[src/rtl/gpu_net_tx_arbiter_pkg.sv]
// Shared NoC definitions for the GPU network transmit arbiter: flit field layout and output-register states.
package gpu_net_tx_arbiter_pkg;

    localparam int DEST_MSB  = 15;
    localparam int DEST_LSB  = 10;
    localparam int PAYLOAD_W = 10;
    localparam int FLIT_W    = 16;
    localparam int DEST_W    = DEST_MSB - DEST_LSB + 1;

    typedef enum logic {
        ST_EMPTY = 1'b0,
        ST_FULL  = 1'b1
    } tx_state_t;

    function automatic logic [DEST_W-1:0] flit_dest(input logic [FLIT_W-1:0] flit);
        return flit[DEST_MSB:DEST_LSB];
    endfunction

endpackage

[src/rtl/gpu_net_tx_arbiter_rr_arbiter.sv]
// Combinational round-robin search: the first valid request at or after ptr+1 (mod N_REQ) wins.
module rr_arbiter #(
    parameter int N_REQ = 4
) (
    input  logic [N_REQ-1:0] req,
    input  logic [2:0]       ptr,
    output logic [N_REQ-1:0] grant,
    output logic [2:0]       grant_idx,
    output logic             grant_any
);

    logic [7:0] req_ext;
    logic [3:0] cand;

    always_comb begin
        req_ext            = '0;
        req_ext[N_REQ-1:0] = req;
        grant_idx          = '0;
        grant_any          = 1'b0;
        cand               = '0;
        // ptr+1+i never exceeds 2*N_REQ-1, so one conditional subtract gives the modulo
        for (int unsigned i = 0; i < N_REQ; i++) begin
            cand = {1'b0, ptr} + 4'd1 + 4'(i);
            if (cand >= 4'(N_REQ))
                cand = cand - 4'(N_REQ);
            if (!grant_any && req_ext[cand[2:0]]) begin
                grant_any = 1'b1;
                grant_idx = cand[2:0];
            end
        end
    end

    always_comb begin
        grant = '0;
        for (int unsigned k = 0; k < N_REQ; k++)
            grant[k] = grant_any && (grant_idx == 3'(k));
    end

endmodule

[src/rtl/gpu_net_tx_arbiter.sv]
// Round-robin merge of N_REQ flit requesters into one registered network output; self-addressed flits are dropped.
module gpu_net_tx_arbiter #(
    parameter int GPU_ID = 14,
    parameter int N_REQ  = 4,
    parameter int FLIT_W = 16
) (
    input  logic                    ACLK,
    input  logic                    ARESET,
    input  logic [N_REQ-1:0]        req_valid,
    input  logic [N_REQ*FLIT_W-1:0] req_data,
    output logic [N_REQ-1:0]        req_ready,
    output logic [FLIT_W-1:0]       net_data_out,
    output logic                    net_valid_out,
    input  logic                    net_ready_in,
    output logic [2:0]              grant_id,
    output logic                    drop_pulse,
    output logic [15:0]             sent_cnt
);
    import gpu_net_tx_arbiter_pkg::*;

    localparam logic [DEST_W-1:0] LOCAL_ID = DEST_W'(GPU_ID);

    tx_state_t         state;
    logic [2:0]        last_grant;
    logic [N_REQ-1:0]  arb_grant;
    logic [2:0]        arb_idx;
    logic              arb_any;
    logic              accept_slot;
    logic              take;
    logic              self_addr;
    logic [FLIT_W-1:0] sel_flit;

    rr_arbiter #(.N_REQ(N_REQ)) u_rr (
        .req       (req_valid),
        .ptr       (last_grant),
        .grant     (arb_grant),
        .grant_idx (arb_idx),
        .grant_any (arb_any)
    );

    assign accept_slot   = !ARESET && ((state == ST_EMPTY) || net_ready_in);
    assign take          = accept_slot && arb_any;
    assign req_ready     = take ? arb_grant : '0;
    assign net_valid_out = (state == ST_FULL);

    always_comb begin
        sel_flit = '0;
        for (int unsigned k = 0; k < N_REQ; k++)
            if (arb_grant[k])
                sel_flit = req_data[k*FLIT_W +: FLIT_W];
    end

    assign self_addr = (flit_dest(sel_flit) == LOCAL_ID);

    always_ff @(posedge ACLK) begin
        if (ARESET) begin
            state        <= ST_EMPTY;
            net_data_out <= '0;
            grant_id     <= '0;
            drop_pulse   <= 1'b0;
            sent_cnt     <= '0;
            last_grant   <= 3'(N_REQ - 1);
        end else begin
            drop_pulse <= 1'b0;
            if (state == ST_FULL && net_ready_in) begin
                sent_cnt <= sent_cnt + 16'd1;
                state    <= ST_EMPTY;
            end
            // a dropped flit consumes its grant slot but never touches the output register
            if (take) begin
                last_grant <= arb_idx;
                if (self_addr) begin
                    drop_pulse <= 1'b1;
                end else begin
                    state        <= ST_FULL;
                    net_data_out <= sel_flit;
                    grant_id     <= arb_idx;
                end
            end
        end
    end

endmodule

[config.mk]
export PLATFORM = sky130hd
export DESIGN_NAME = gpu_net_tx_arbiter
export DESIGN_NICKNAME = d
export VERILOG_FILES = /design/src/rtl/gpu_net_tx_arbiter_pkg.sv /design/src/rtl/gpu_net_tx_arbiter_rr_arbiter.sv /design/src/rtl/gpu_net_tx_arbiter.sv
export SDC_FILE = /design/constraint.sdc
export NUM_CORES = 1
export LEC_CHECK = 0
export ABC_AREA = 1
export CORE_MARGIN = 2
export CORE_UTILIZATION = 39
export DETAILED_ROUTE_END_ITERATION = 12
export GPL_ROUTABILITY_DRIVEN = 0
export MAX_ROUTING_LAYER = met4
export PLACE_DENSITY = 0.77
export SLEW_MARGIN = 10
export SYNTH_ARGS = -nofsm -noshare
export SYNTH_HDL_FRONTEND = slang
export SYNTH_SLANG_ARGS = --single-unit
[constraint.sdc]
create_clock -name ACLK -period 3 [get_ports ACLK]
set_clock_uncertainty 0.1 [all_clocks]
set_input_delay 0.3 -clock ACLK [delete_from_list [all_inputs] [get_ports ACLK]]
set_output_delay 0.3 -clock ACLK [all_outputs]
set_load 0.02 [all_outputs]
Word-level counts from Yosys, hierarchy flattened
Cells that the tools add are included.
- add/sub/neg operators: 9
- bitwise gates (word level): 3
- equal/unequal tests: 4
- reduce and logical (&&, ||, !) cells: 18
- order comparisons: 8
- muxes and demuxes: 29
- operators with widths (cell ; count):
    $mux W16 ; 4
    $mux W3 ; 8
    $add A16 B1 Y16 const B ; 1
    $ge A4 B3 Y1 const B ; 4
    $lt A3 B4 Y1 const B ; 4
    $bmux W1 S3 ; 4
    $mux W1 ; 12
    $sub A3 B3 Y3 const B ; 4
    $logic_and A1 B1 Y1 ; 10
    $add A4 B2 Y4 const B ; 2
    $eq A3 B2 Y1 const B ; 2
    $eq A6 B4 Y1 const B ; 1
    $add A3 B1 Y4 const B ; 1
    $add A4 B1 Y4 const B ; 1
    $logic_not A1 Y1 ; 4
    $mux W4 ; 1
    $eq A3 B1 Y1 const B ; 1
    $logic_not A3 Y1 ; 1
    $not A1 Y1 ; 3
    $reduce_and A2 Y1 ; 1
    $reduce_or A2 Y1 ; 1
    $logic_or A1 B1 Y1 ; 1
- output and inout port bits: 41
- bits in registers: 40
- bits of input ports: 71
- word-level logic and storage cells: 77

Depth between registers and ports, before layout
- depth in word-level cells: 24
- mapped depth: 27
- depth with buffers taken out: 26

Hierarchy
From an unflattened synthesis, not the netlist that was laid out.
- cells, all modules: 460
- area total of the unflattened synthesis: 2806.4 µm²
- modules (own cells, without submodules) (module ; cells each ; seq. area each (µm²) ; area an instance (µm²) ; instances):
    gpu_net_tx_arbiter ; 350 ; 800.8 ; 2225.9 ; 1
    rr_arbiter ; 110 ; 0.0 ; 580.6 ; 1

Worst setup path before layout
No wires, ideal clock.
- path type: flip-flop to flip-flop
- start: register last_grant[0]
- end: register net_data_out[12]
- data required time: 2.783 ns
- period minus slack after synthesis: 3.308 ns
- arrival time: 3.091 ns
- path buffers: 3
- cell stages (with the launch flop): 28
- setup time: 0.117 ns
- slack: -0.308 ns
- cell sequence: dfxtp_1 -> inv_2 -> buf_6 -> ha_1 -> inv_2 -> ha_1 -> inv_1 -> nand4_1 -> nand3_1 -> nand2_1 -> nand2_1 -> nor2_1 -> nand2_1 -> nand2_2 -> nor2_8 -> inv_2 -> nand2_4 -> inv_2 -> buf_6 -> nand2_2 -> nand2_2 -> nor2_4 -> nand3_4 -> nand2_4 -> inv_2 -> buf_6 -> nor2_2 -> nor2_1
- cells in the longest elaborated chain, start to end: 24
- elaborated cells between the ends (all ways): 54
- those cells by class: 8 x add/sub; 4 x order compare; 4 x eq/ne; 24 x mux; 1 x bitwise; 13 x reduce/logical
- ends and longest elaborated chain (item ; RTL line ; text):
    from (decl) ; gpu_net_tx_arbiter.sv:24 ; logic [2:0] last_grant;
    from (signal assigned) ; gpu_net_tx_arbiter.sv:62 ; last_grant <= 3'(N_REQ - 1);
    from (signal assigned) ; gpu_net_tx_arbiter.sv:71 ; last_grant <= arb_idx;
    $add A3 B1 Y4 (*) ; gpu_net_tx_arbiter_rr_arbiter.sv:23 ; cand = {1'b0, ptr} + 4'd1 + 4'(i);
    branches (longest 23 deep; another with $add A4 B1 Y4) ; n/a ;
    to (signal assigned) ; gpu_net_tx_arbiter.sv:76 ; net_data_out <= sel_flit;
    to (decl) ; gpu_net_tx_arbiter.sv:12 ; output logic [FLIT_W-1:0] net_data_out,
Every way passes the cells marked *. The select of a mux whose other input is x is not followed.
A chain may end at the register's enable or synchronous reset.

Worst setup path after layout
- start: register last_grant[1]
- end: register net_data_out[12]
The elaborated chain is that of the path after synthesis.

==> flow_summary.yaml <==
logic_synthesis:
  synthTopCellsByCount: "nand2_1, nor2_1, inv_1"
  ys_seq_area_share_pct: 29.6
  synthCells: 436
  synth_top_area_share_pct: 29.6
  ys_seq_elements: 40
  synth_top_cell_by_area: "dfxtp_1"
  synth_edf_count: 0
  ys_top_cells_by_area: "dfxtp_1, nand2_1, nor2_1, nand3_1, inv_1"
  yosysMostFrequentCell: "nand2_1"
  ys_warn_count: 0
  synth-adder-area-share_pct: 2.31
  synthFlopType: "dfxtp_1"
  yosys.area_share.xor_xnor_pct: 0.972
  syn_avg_cell_area_um2: 6.20
  syn_nets: 512
  yosys.area_share.simple_pct: 48.1
  synthMuxAreaShare_pct: 0
  synth-compound-area-share_pct: 8.05
  yosysUniqueCellTypes: 31
  synth_area_mm2: 0.00270
  synth_top_family_by_area: "simple AND/OR/NAND/NOR gates"
  synthArstFlopShare_pct: 0
cts:
  cts-htree-levels: 2
  cts_tree: "done"
  path_clk_slew_ps: 80
  clk_latency_ps: 290
  cts_max_path_buffers: 2
  root_buffer: "clkbuf_8"
  numClockSinks: 40
  cts_buffers: 5
floorplanning:
  rows: 30
  core_area_mm2: 0.00676
  die-area_mm2: 0.00762
  die_height_um: 87.3
  num_io_pins: 112
  die_x_um: 87.3
  initial_utilization_pct: 40.0
timing:
  setup_viol: 21
  fin_ws_ps: -83.2
  finalMaxSlewViolations: 0
  rsz0062_at_grt: "true"
  relSlewSlack_pct: 74.3
  fmax_ghz: 0.324
  tightest_slew_ps: 382
  post-route-min-period_ps: 3080
  period_share_pct: 103
  hold_viol: 0
worst_hold_path:
  hp-class: "reg2reg"
  hp-start: "net_data_out[15]"
cells_and_area:
  layout-drive-gt1-share_pct: 19.8
  post-route-util_pct: 65.5
  diodes: 0
  finalNetCount: 653
  design_area_mm2: 0.00443
  syn2layout_area_growth_pct: 63.7
critical_path:
  rr_startpoint: "last_grant[1]"
  worst_path_most_repeated_cell: "nand2_1"
  critPathLaunchType: "flop"
  arrival_ps: 3170
  critPathSlowestCell: "dfxtp_4"
  critPathTopFamily: "simple AND/OR/NAND/NOR gates"
  regToRegSetupSlack_ps: -80
  startpoint: "last_grant[1]"
  path_max_fanout: 6
  worstPathRequired_ps: 3090
  worstSetupPathType: "reg2reg"
  crit_buf_inv: 7
  endpoint_kind: "flop"
  cp_slowest_stage_delay_ps: 370
route:
  viasPerCell: 5.09
  ant_nets: 0
  wirelength_um: 8590
  drc: 0
  drtIter0Drc: 106
  vias: 3341
  firstDrtPassIters: 5
  wl_per_cell_um: 13.1
grt:
  grt_pass1_vias: 3069
  track_usage_pct: 22.6
  overflow: 0
  antenna_found_initial: 0
  grt_first_pass_wirelength_um: 13500
  grt_max_degree: 28
pwr:
  ir_worst_vdd_mv: 1.01
  leakage_nw: 1.94
  powerDensity_mw_per_mm2: 1480
flow_run:
  max_cap_viol_count: 0
outcome:
  violations: "setup timing"
  outcome: "finished with violations"
placement:
  place_area_mm2: 0.00409
  io_buffer_count: 111
  dp_hpwl_um: 6470
  pre_cts_slack_ps: -105
[per-layer routing]
metal  global-route usage, %  vias up  part of all wire, %
li1                        -     1666                    -
met3                    2.94       20                  4.4
met2                    40.5      117                   52
met5                       -        -                    0
met4                    8.11        0                  2.5
met1                    25.6     1538                   41
[repair_timing]
item / 4_1_cts / 5_1_grt
gates cloned: 1 / 0
endpoints found under the setup margin: 24 / 25
setup buffers: 8 / 3
pin swaps: 3 / 28
gates resized for setup: 33 / 31
hold buffers: 0 / 0
[worst reg2reg max path: stages (launching register included)]
cell and delay (ps):
dfxtp_4 370, ha_4 170, inv_2 70, nand2_2 80, nand2_4 80, ha_4 150, nand2_1 50, nand2_1 80
nand3_2 110, a21oi_4 180, buf_4 130, nand4_1 140, nand3_4 160, buf_4 140, nand2_4 80, inv_4 100
nand2_1 90, nand2_2 90, nand2_1 60, inv_2 60, nand3_4 70, nand2_4 100, inv_4 60, buf_6 120
nor2_4 90, nor2_1 40
[cell usage in the layout, fill, tap and decap left out, types with 12 or more instances in the layout]
master and count:
inv_1 40, nand3_1 36, nor2_4 14, dfxtp_1 38
buf_4 33, nand4_1 12, nand2_1 129, clkdlybuf4s50_1 107
nor2_1 50, a21oi_1 12, nand2_2 15
[final cells by class]
| type | instances | area (µm²) |
|---|---|---|
| sequential | 40 | 808 |
| tap | 80 | 100 |
| inverter | 54 | 219 |
| clock buffer | 5 | 68.8 |
| multi-input combinational | 327 | 1780 |
| fill | 595 | 2330 |
| clock inverter | 2 | 12.5 |
| timing repair buffer | 149 | 1440 |
[logic make-up after synthesis]
logic type      Yosys count
simple gates            284
buf+inv                  69
flops                    40
compound gates           35
fa+ha+maj                 5
xor+xnor                  3
[registers in the layout, indices dropped and copies added, names as in the netlist]
name and cells:
sent_cnt 16, grant_id 3, net_valid_out 1, last_grant 3, net_data_out 16, drop_pulse 1
[power breakdown]
part           internal, mW  switching [mW]
logic                  2.38            3.06
clock network         0.158           0.189
registers             0.657           0.105
total                  3.19            3.35
[per-stage QoR]
stage	cells	TNS (ps)	power (mW)	hold slack (ps)
floorplan	436	-10.9	3.88	386
CTS	654	-8.91	6.13	354
detailed placement	639	-1230	5.37	341
finish	657	-1040	6.54	363
global placement	639	0	5.28	340
global route	657	-4660	7.05	401
[worst paths after layout]
check                                   endpoint  cells after the start
worst max-delay path            net_data_out[12]                     25
worst min-delay path            net_data_out[15]                      2
worst max register to register  net_data_out[12]                     25
worst min register to register  net_data_out[15]                      2
No activity file was read; power rests on OpenSTA's default activity.
